`src/rtl/acc_pkg.sv`:
```
// Shared types and constants for the product accumulator and its reusable saturating adder.
package acc_pkg;

   typedef enum logic {
      ST_ACCUM = 1'b0,
      ST_DONE  = 1'b1
   } state_t;

   localparam int DEF_PROD_W = 17;
   localparam int DEF_ACC_W  = 24;
   localparam int DEF_NTERMS = 8;
   localparam int DEF_CNT_W  = 8;

   // All-ones value of a w-bit unsigned word, the clamp point of the saturating adder.
   function automatic longint unsigned sat_max(input int w);
      return (64'd1 << w) - 64'd1;
   endfunction

endpackage

```
`src/rtl/sat_add.sv`:
```
// Combinational W-bit unsigned saturating adder; ovf flags that the result was clamped.
module sat_add
   import acc_pkg::*;
#(
   parameter int W = DEF_ACC_W
) (
   input  logic [W-1:0] a,
   input  logic [W-1:0] b,
   output logic [W-1:0] sum,
   output logic         ovf
);

   logic [W:0] full_sum;

   assign full_sum = {1'b0, a} + {1'b0, b};
   assign ovf      = full_sum[W];
   assign sum      = full_sum[W] ? W'(sat_max(W)) : full_sum[W-1:0];

endmodule

```
`src/rtl/product_accumulator.sv`:
```
// Sums NTERMS unsigned products into one saturated frame result, presented on a
// valid/ready output that holds the result until the consumer takes it.
module product_accumulator
   import acc_pkg::*;
#(
   parameter int PROD_W = DEF_PROD_W,
   parameter int ACC_W  = DEF_ACC_W,
   parameter int NTERMS = DEF_NTERMS,
   parameter int CNT_W  = DEF_CNT_W
) (
   input  logic              clk,
   input  logic              rst_n,
   input  logic              clr,
   input  logic              prod_valid,
   input  logic [PROD_W-1:0] prod_data,
   output logic              prod_ready,
   output logic              acc_valid,
   output logic [ACC_W-1:0]  acc_data,
   output logic              acc_ovf,
   input  logic              acc_ready,
   output logic [CNT_W-1:0]  term_cnt
);

   state_t             state_reg;
   logic [ACC_W-1:0]   acc_reg;
   logic               ovf_reg;
   logic [CNT_W-1:0]   term_cnt_reg;
   logic               acc_valid_reg;
   logic [ACC_W-1:0]   acc_data_reg;
   logic               acc_ovf_reg;

   logic [ACC_W-1:0]   prod_ext;
   logic [ACC_W-1:0]   sum_next;
   logic               add_ovf;
   logic               ovf_next;
   logic               prod_fire;
   logic               out_fire;
   logic               last_term;

   assign prod_ext  = ACC_W'(prod_data);
   assign prod_fire = prod_valid & prod_ready;
   assign out_fire  = acc_valid_reg & acc_ready;
   assign last_term = (term_cnt_reg == CNT_W'(NTERMS - 1));
   assign ovf_next  = ovf_reg | add_ovf;

   sat_add #(
      .W (ACC_W)
   ) u_sat_add (
      .a   (acc_reg),
      .b   (prod_ext),
      .sum (sum_next),
      .ovf (add_ovf)
   );

   always_ff @(posedge clk) begin
      if (!rst_n) begin
         state_reg     <= ST_ACCUM;
         acc_reg       <= '0;
         ovf_reg       <= 1'b0;
         term_cnt_reg  <= '0;
         acc_valid_reg <= 1'b0;
         acc_data_reg  <= '0;
         acc_ovf_reg   <= 1'b0;
      end else if (clr) begin
         // Any product offered alongside clr is dropped on purpose.
         state_reg     <= ST_ACCUM;
         acc_reg       <= '0;
         ovf_reg       <= 1'b0;
         term_cnt_reg  <= '0;
         acc_valid_reg <= 1'b0;
      end else begin
         case (state_reg)
            ST_ACCUM: begin
               if (prod_fire) begin
                  acc_reg <= sum_next;
                  ovf_reg <= ovf_next;
                  if (last_term) begin
                     state_reg     <= ST_DONE;
                     acc_data_reg  <= sum_next;
                     acc_ovf_reg   <= ovf_next;
                     acc_valid_reg <= 1'b1;
                     term_cnt_reg  <= '0;
                  end else begin
                     term_cnt_reg  <= term_cnt_reg + 1'b1;
                  end
               end
            end
            ST_DONE: begin
               if (out_fire) begin
                  state_reg     <= ST_ACCUM;
                  acc_reg       <= '0;
                  ovf_reg       <= 1'b0;
                  acc_valid_reg <= 1'b0;
               end
            end
            default: state_reg <= ST_ACCUM;
         endcase
      end
   end

   assign prod_ready = (state_reg == ST_ACCUM);
   assign acc_valid  = acc_valid_reg;
   assign acc_data   = acc_data_reg;
   assign acc_ovf    = acc_ovf_reg;
   assign term_cnt   = term_cnt_reg;

endmodule

```
`config.mk`:
```
export PLATFORM = sky130hd
export DESIGN_NAME = product_accumulator
export DESIGN_NICKNAME = d
export VERILOG_FILES = /design/src/rtl/acc_pkg.sv /design/src/rtl/sat_add.sv /design/src/rtl/product_accumulator.sv
export SDC_FILE = /design/constraint.sdc
export NUM_CORES = 1
export LEC_CHECK = 0
export BUFFER_PORTS_ARGS = -buffer_cell sky130_fd_sc_hd__buf_2
export CAP_MARGIN = 20
export CORE_MARGIN = 2
export CORE_UTILIZATION = 58
export CTS_CLUSTER_SIZE = 12
export DETAILED_ROUTE_END_ITERATION = 8
export GPL_TIMING_DRIVEN = 0
export PLACE_DENSITY = 0.82
export SETUP_SLACK_MARGIN = 0.15
export SYNTH_ARGS = -nofsm -noshare
export SYNTH_HDL_FRONTEND = slang
export SYNTH_SLANG_ARGS = --single-unit
```
`constraint.sdc`:
```
create_clock -name clk -period 7.2 [get_ports clk]
set_clock_uncertainty 0.1 [all_clocks]
set_input_delay 0 -clock clk [delete_from_list [all_inputs] [get_ports clk]]
set_output_delay 0 -clock clk [all_outputs]
set_load 0.02 [all_outputs]
```
# Yosys cells after proc, flatten, opt, wreduce, memory -nomap -nowiden
# Index checks and enable logic that the tools add are counted.
# totals
regBits	60
in_bits	22
out_inout_bits	35
word_cells	39
# classes
n_addsub	2
n_eq_ne	4
muxes	15
bitwise_logic	6
reduce_logical	5
# op_table
cell	n
$mux 24	3
$pmux 24 s2	1
$add 24x17->25	1
$add 8x1->8 const B	1
$eq 8x3->1 const B	1
$mux 8	1
$mux 1	7
$ne 2x1->1 const B	3
$pmux 1 s2	3
$reduce_and 2->1	2
$reduce_and 4->1	1
$not 1->1	3
$reduce_and 3->1	1
$and 1x1->1	2
$reduce_or 2->1	1
$or 1x1->1	1

# Longest topological paths before layout
# depth
ltp_word	4
depth_mapped	10
depth_no_buf	9

# Cells and area by module
# Synthesis repeated with hierarchy kept, for this count alone.
# hier_totals
cells_unflattened	476
hier_area_um2	3803.6
# by_module_without_submodules
mod	n_inst	cells_each	area_per_inst_um2	seq_area_each_um2
product_accumulator	1	275	2417.3	1201.2
sat_add	1	201	1386.3	0.0

# Least setup slack after synthesis
# OpenSTA, ideal clock, no wires.
# synth_path
kind	register to register
from	register acc_reg[0]
to	register acc_data_reg[13] (netlist: acc_data[13])
setup_time_ns	0.124
t_arrival_ns	2.240
required_ns	6.976
setup_slack_ns	4.736
stages_incl_launch_ff	11
path_buffers	1
synth_period_minus_slack_ns	2.464
path_cell_list	dfxtp_1 -> ha_1 -> fa_1 -> a211oi_1 -> o21ai_1 -> o21ai_0 -> nand2_1 -> o21ai_1 -> and2_1 -> buf_2 -> a21oi_1
# synth_between
elab_chain_cells	2
# synth_lines
item	line	rtl
from (decl)	product_accumulator.sv:25	logic [ACC_W-1:0] acc_reg;
from (signal assigned)	product_accumulator.sv:75	acc_reg <= sum_next;
$add 24x17->25	sat_add.sv:15	assign full_sum = {1'b0, a} + {1'b0, b};
$mux 24	sat_add.sv:17	assign sum = full_sum[W] ? W'(sat_max(W)) : full_sum[W-1:0];
to (signal assigned)	product_accumulator.sv:79	acc_data_reg <= sum_next;
to (decl)	product_accumulator.sv:29	logic [ACC_W-1:0] acc_data_reg;
# Every way passes these cells.
# A chain may end at the register's enable or synchronous reset.

# Worst setup path after layout
# layout_path
from	register acc_reg[0]
to	register acc_data_reg[0] (netlist: acc_data[0])
# The elaborated chain is that of the path after synthesis.

==> impl_summary.txt <==
----------------------------------------------------
[Synth]
  Synthesized-area fraction occupied by ao, oa, aoi and oai cells ... 27.82%
  Fraction of synthesis flops using an asynchronous set or reset pin ... 0%
  Multiplexer share of the synthesized area ... 0%
  Xor-xnor portion of the synthesized cell area ... 6.900%
  Synth Warn # ... 0
  Dominant combinational cell family by area after synthesis ... compound AO/OA/AOI/OAI gates
  Share of the yosys chip area belonging to registers ... 35.05%
  Fraction of the mapped netlist area in adder cells ... 7.156%
  Cell count after synthesis ... 430
  Post-Synthesis Cell Area ... 3427 sq um
  Post-synthesis sequential element count ... 60
  Average cell area after synthesis ... 7.970 sq um
  Post-synth net total ... 471
  Basic-gate share of the synthesized area counting and, or, nand and nor cells ... 17.89%
  Netlist cell types ... 55
  Post-synth top flop ... sky130_fd_sc_hd__dfxtp_1
  Number of enable-type register cells in the synthesized netlist ... 0

[STA]
  Post-route clock period utilization ... 50.92%
  Max-slew violation count ... 0
  Slew Limit Headroom ... 39.55%
  Setup repair after global routing missed its margin ... no
  Final Hold Viols ... 0
  Worst Tran Pin Value ... 0.8998 ns
  Setup violations, final ... 0
  Setup TNS Final ... 0 ns
  Achievable clock frequency ... 272.7 MHz
  Min cycle time layout ... 3.666 ns

[Floorplan]
  Die Ht ... 80.87 um
  Starting utilization of the core area ... 61.11%
  Horizontal die dimension ... 80.87 um
  Die Outline Area ... 6539 sq um
  Area of the core ... 5608 sq um
  Placement row count ... 27
  Number of ports placed on the die boundary ... 57

[Worst setup path]
  CP peak stage delay ... 0.57 ns
  Endpoint required time on the critical path ... 7.34 ns
  Maximum fanout along the worst path ... 10
  Critical Path End Type ... flip-flop
  Critical path's most frequent cell ... sky130_fd_sc_hd__o21ai_1
  Kind of critical path ... flip-flop to flip-flop
  Family of cells with the greatest summed delay on the critical path ... compound AO/OA/AOI/OAI gates
  Arrival time at the worst endpoint ... 3.80 ns
  Bufs and invs on worst path ... 2
  Worst path slowest cell ... sky130_fd_sc_hd__dlygate4sd3_1
  Crit path launch type ... flip-flop
  Cells traversed along the worst timing path ... ha_1 -> fa_1 -> a211oi_1 -> o21ai_1 -> o21ai_0 -> nand2_1 -> o21ai_1 -> buf_2 -> a31oi_1 -> dlygate4sd3_1

[CTS]
  CTS clock-pin slew for the worst setup and hold paths ... 0.07 ns
  Clock root buffer master ... sky130_fd_sc_hd__clkbuf_8
  Clock tree from TritonCTS ... done
  Clock buffers created by TritonCTS ... 9
  Clock buffer depth ... 2
  Post-CTS Setup Repair Bufs ... 0
  CTS resizes ... 0
  Total clock sinks ... 60
  Clk_lat worst skew ... 0.35 ns
  # H-tree levels ... 3

[Place]
  Number of placed instances with taps included ... 558
  Port Buffer Count ... 56
  Last weighted congestion value of the routability-driven placer ... 0.9262
  DPL Wire Length ... 7454 um

[Global route]
  Antenna violations before repair ... 0
  Pin count of the biggest net entering global routing ... 11
  Total routing usage reported by global routing ... 31.40%
  Residual overflow from global routing ... 0
  Number of global-route vias before repair ... 3,239
  Wire length of the first global-routing pass ... 15,710 um

[Drt]
  Total Routed Length ... 9965 um
  Post-route DRC violation count ... 0
  Number of search-and-repair iterations in the first detailed-routing pass ... 5
  Number of design-rule violations left by the first detailed-router iteration ... 265
  Residual antenna-violating net count after detailed routing ... 0
  Via/cell ratio ... 6.062
  Avg WL per Cell ... 17.27 um
  Routed via count ... 3,498

[Worst hold path]
  Class of the tightest hold or removal check ... primary input to flip-flop

[Power and ir drop]
  Reported leakage power ... 1.748 nW
  Max IR drop VDD ... 0.1482 mV
  Total power divided by cell area ... 193.0 nW/um^2

[Layout]
  Relative area change from synthesis to final layout ... 18.11%
  Ratio of cells with drive above 1 in the final layout ... 18.61%
  Final core utilization ... 72.18%
  Final net count ... 542
  Final antenna diode count ... 0
  Non-filler instance count after layout ... 577

[Run]
  Number of max-cap violations ... 0

[Status]
  Run status ... complete, no violations

----------------------------------------------------
metal layers:
metal  global-route usage, %  part of all wire [%]  vias up
li1                        -                     -     1702
met1                   42.56                    45     1631
met2                   50.25                    46      142
met3                   5.222                   7.1       23
met4                   11.69                   2.5        0
met5                       0                     0        -
cells by family after synthesis:
kind of cell / after synthesis
xor+xnor: 27
buf+inv: 39
simple gates: 125
compound gates: 160
flops: 60
fa+ha+maj: 19
cell usage in the layout (no fill, tap or decap), types with 6 or more instances in the layout:
| cell type | count |
|---|---|
| sky130_fd_sc_hd__a21oi_1 | 66 |
| sky130_fd_sc_hd__nand4_1 | 10 |
| sky130_fd_sc_hd__nor2_1 | 33 |
| sky130_fd_sc_hd__inv_1 | 9 |
| sky130_fd_sc_hd__o21ai_0 | 43 |
| sky130_fd_sc_hd__nor3_1 | 8 |
| sky130_fd_sc_hd__clkbuf_1 | 15 |
| sky130_fd_sc_hd__xnor2_1 | 17 |
| sky130_fd_sc_hd__nor2b_1 | 8 |
| sky130_fd_sc_hd__a211oi_1 | 14 |
| sky130_fd_sc_hd__nand2_1 | 34 |
| sky130_fd_sc_hd__a31oi_1 | 6 |
| sky130_fd_sc_hd__ha_1 | 18 |
| sky130_fd_sc_hd__nand3_1 | 13 |
| sky130_fd_sc_hd__dfxtp_1 | 60 |
| sky130_fd_sc_hd__clkbuf_8 | 12 |
| sky130_fd_sc_hd__xor2_1 | 10 |
| sky130_fd_sc_hd__buf_2 | 65 |
final cells by class:
type / instances / area, sq um
buffer: 30 / 143.9
clock buffer: 12 / 165.2
clock inverter: 3 / 45.04
fill: 481 / 1560
inverter: 9 / 33.78
multi-input combinational: 331 / 2048
sequential: 60 / 1201
tap: 72 / 90.09
timing repair buffer: 60 / 320.3
cell usage after synthesis (3+ instances only):
library cell / instances / area [sq um]
sky130_fd_sc_hd__nor3_1: 8 / 40.04
sky130_fd_sc_hd__and4_1: 4 / 35.03
sky130_fd_sc_hd__o21ai_0: 43 / 215.2
sky130_fd_sc_hd__o21ai_1: 3 / 15.01
sky130_fd_sc_hd__a21o_1: 3 / 22.52
sky130_fd_sc_hd__nand2_1: 34 / 127.6
sky130_fd_sc_hd__nand3_1: 13 / 65.06
sky130_fd_sc_hd__xnor2_1: 17 / 148.9
sky130_fd_sc_hd__a211oi_1: 14 / 105.1
sky130_fd_sc_hd__ha_1: 18 / 225.2
sky130_fd_sc_hd__nor2_1: 33 / 123.9
sky130_fd_sc_hd__inv_1: 9 / 33.78
sky130_fd_sc_hd__dfxtp_1: 60 / 1201
sky130_fd_sc_hd__nor2b_1: 8 / 50.05
sky130_fd_sc_hd__and3_1: 3 / 18.77
sky130_fd_sc_hd__buf_4: 3 / 22.52
sky130_fd_sc_hd__clkbuf_1: 15 / 56.30
sky130_fd_sc_hd__nand4_1: 10 / 62.56
sky130_fd_sc_hd__a21oi_1: 66 / 330.3
sky130_fd_sc_hd__and2_1: 3 / 18.77
sky130_fd_sc_hd__a311oi_1: 4 / 35.03
sky130_fd_sc_hd__xor2_1: 10 / 87.58
sky130_fd_sc_hd__a31oi_1: 6 / 37.54
sky130_fd_sc_hd__buf_2: 9 / 45.04
path summary, 6_finish.rpt:
check / from / end / slack [ns] / cells past startpoint
max: acc_reg[0]$_SDFFE_PP0P_ / acc_data[0]$_SDFFE_PN0P_ / 3.53 / 10
min: prod_data[0] / acc_reg[0]$_SDFFE_PP0P_ / 0.05 / 4
max reg2reg: acc_reg[0]$_SDFFE_PP0P_ / acc_data[0]$_SDFFE_PN0P_ / 3.53 / 10
min reg2reg: ovf_reg$_SDFFE_PP0P_ / ovf_reg$_SDFFE_PP0P_ / 0.37 / 2
stage by stage:
stage	total power, mW	hold slack (ns)	instance area [sq um]	setup slack [ns]
floorplan	0.4264	0.03831	3427	4.736
global placement	0.4570	0.2123	3797	4.198
detailed placement	0.4585	0.2171	3797	4.135
CTS	0.7759	0.03725	4048	3.615
global route	0.8044	0.07835	4048	3.364
finish	0.7812	0.05287	4048	3.534
report_power, final:
part / total [mW] / leakage [nW] / switching, mW / internal [mW]
Clock: 0.326 / 0.101 / 0.140 / 0.186
Sequential: 0.342 / 0.486 / 0.00446 / 0.338
Combinational: 0.113 / 1.16 / 0.0724 / 0.0410
worst register-to-register path, cell delays in order, from the launching register on:
cell	delay (ns)
sky130_fd_sc_hd__dfxtp_1	0.32
sky130_fd_sc_hd__ha_1	0.20
sky130_fd_sc_hd__fa_1	0.43
sky130_fd_sc_hd__a211oi_1	0.29
sky130_fd_sc_hd__o21ai_1	0.21
sky130_fd_sc_hd__o21ai_0	0.42
sky130_fd_sc_hd__nand2_1	0.18
sky130_fd_sc_hd__o21ai_1	0.41
sky130_fd_sc_hd__buf_2	0.31
sky130_fd_sc_hd__a31oi_1	0.11
sky130_fd_sc_hd__dlygate4sd3_1	0.57
what timing repair did:
item	4_1_cts	5_1_grt
endpoints found under the hold margin	8	0
hold buffers	4	0
endpoints found under the setup margin	0	0
(Power assumes the default switching activity.)
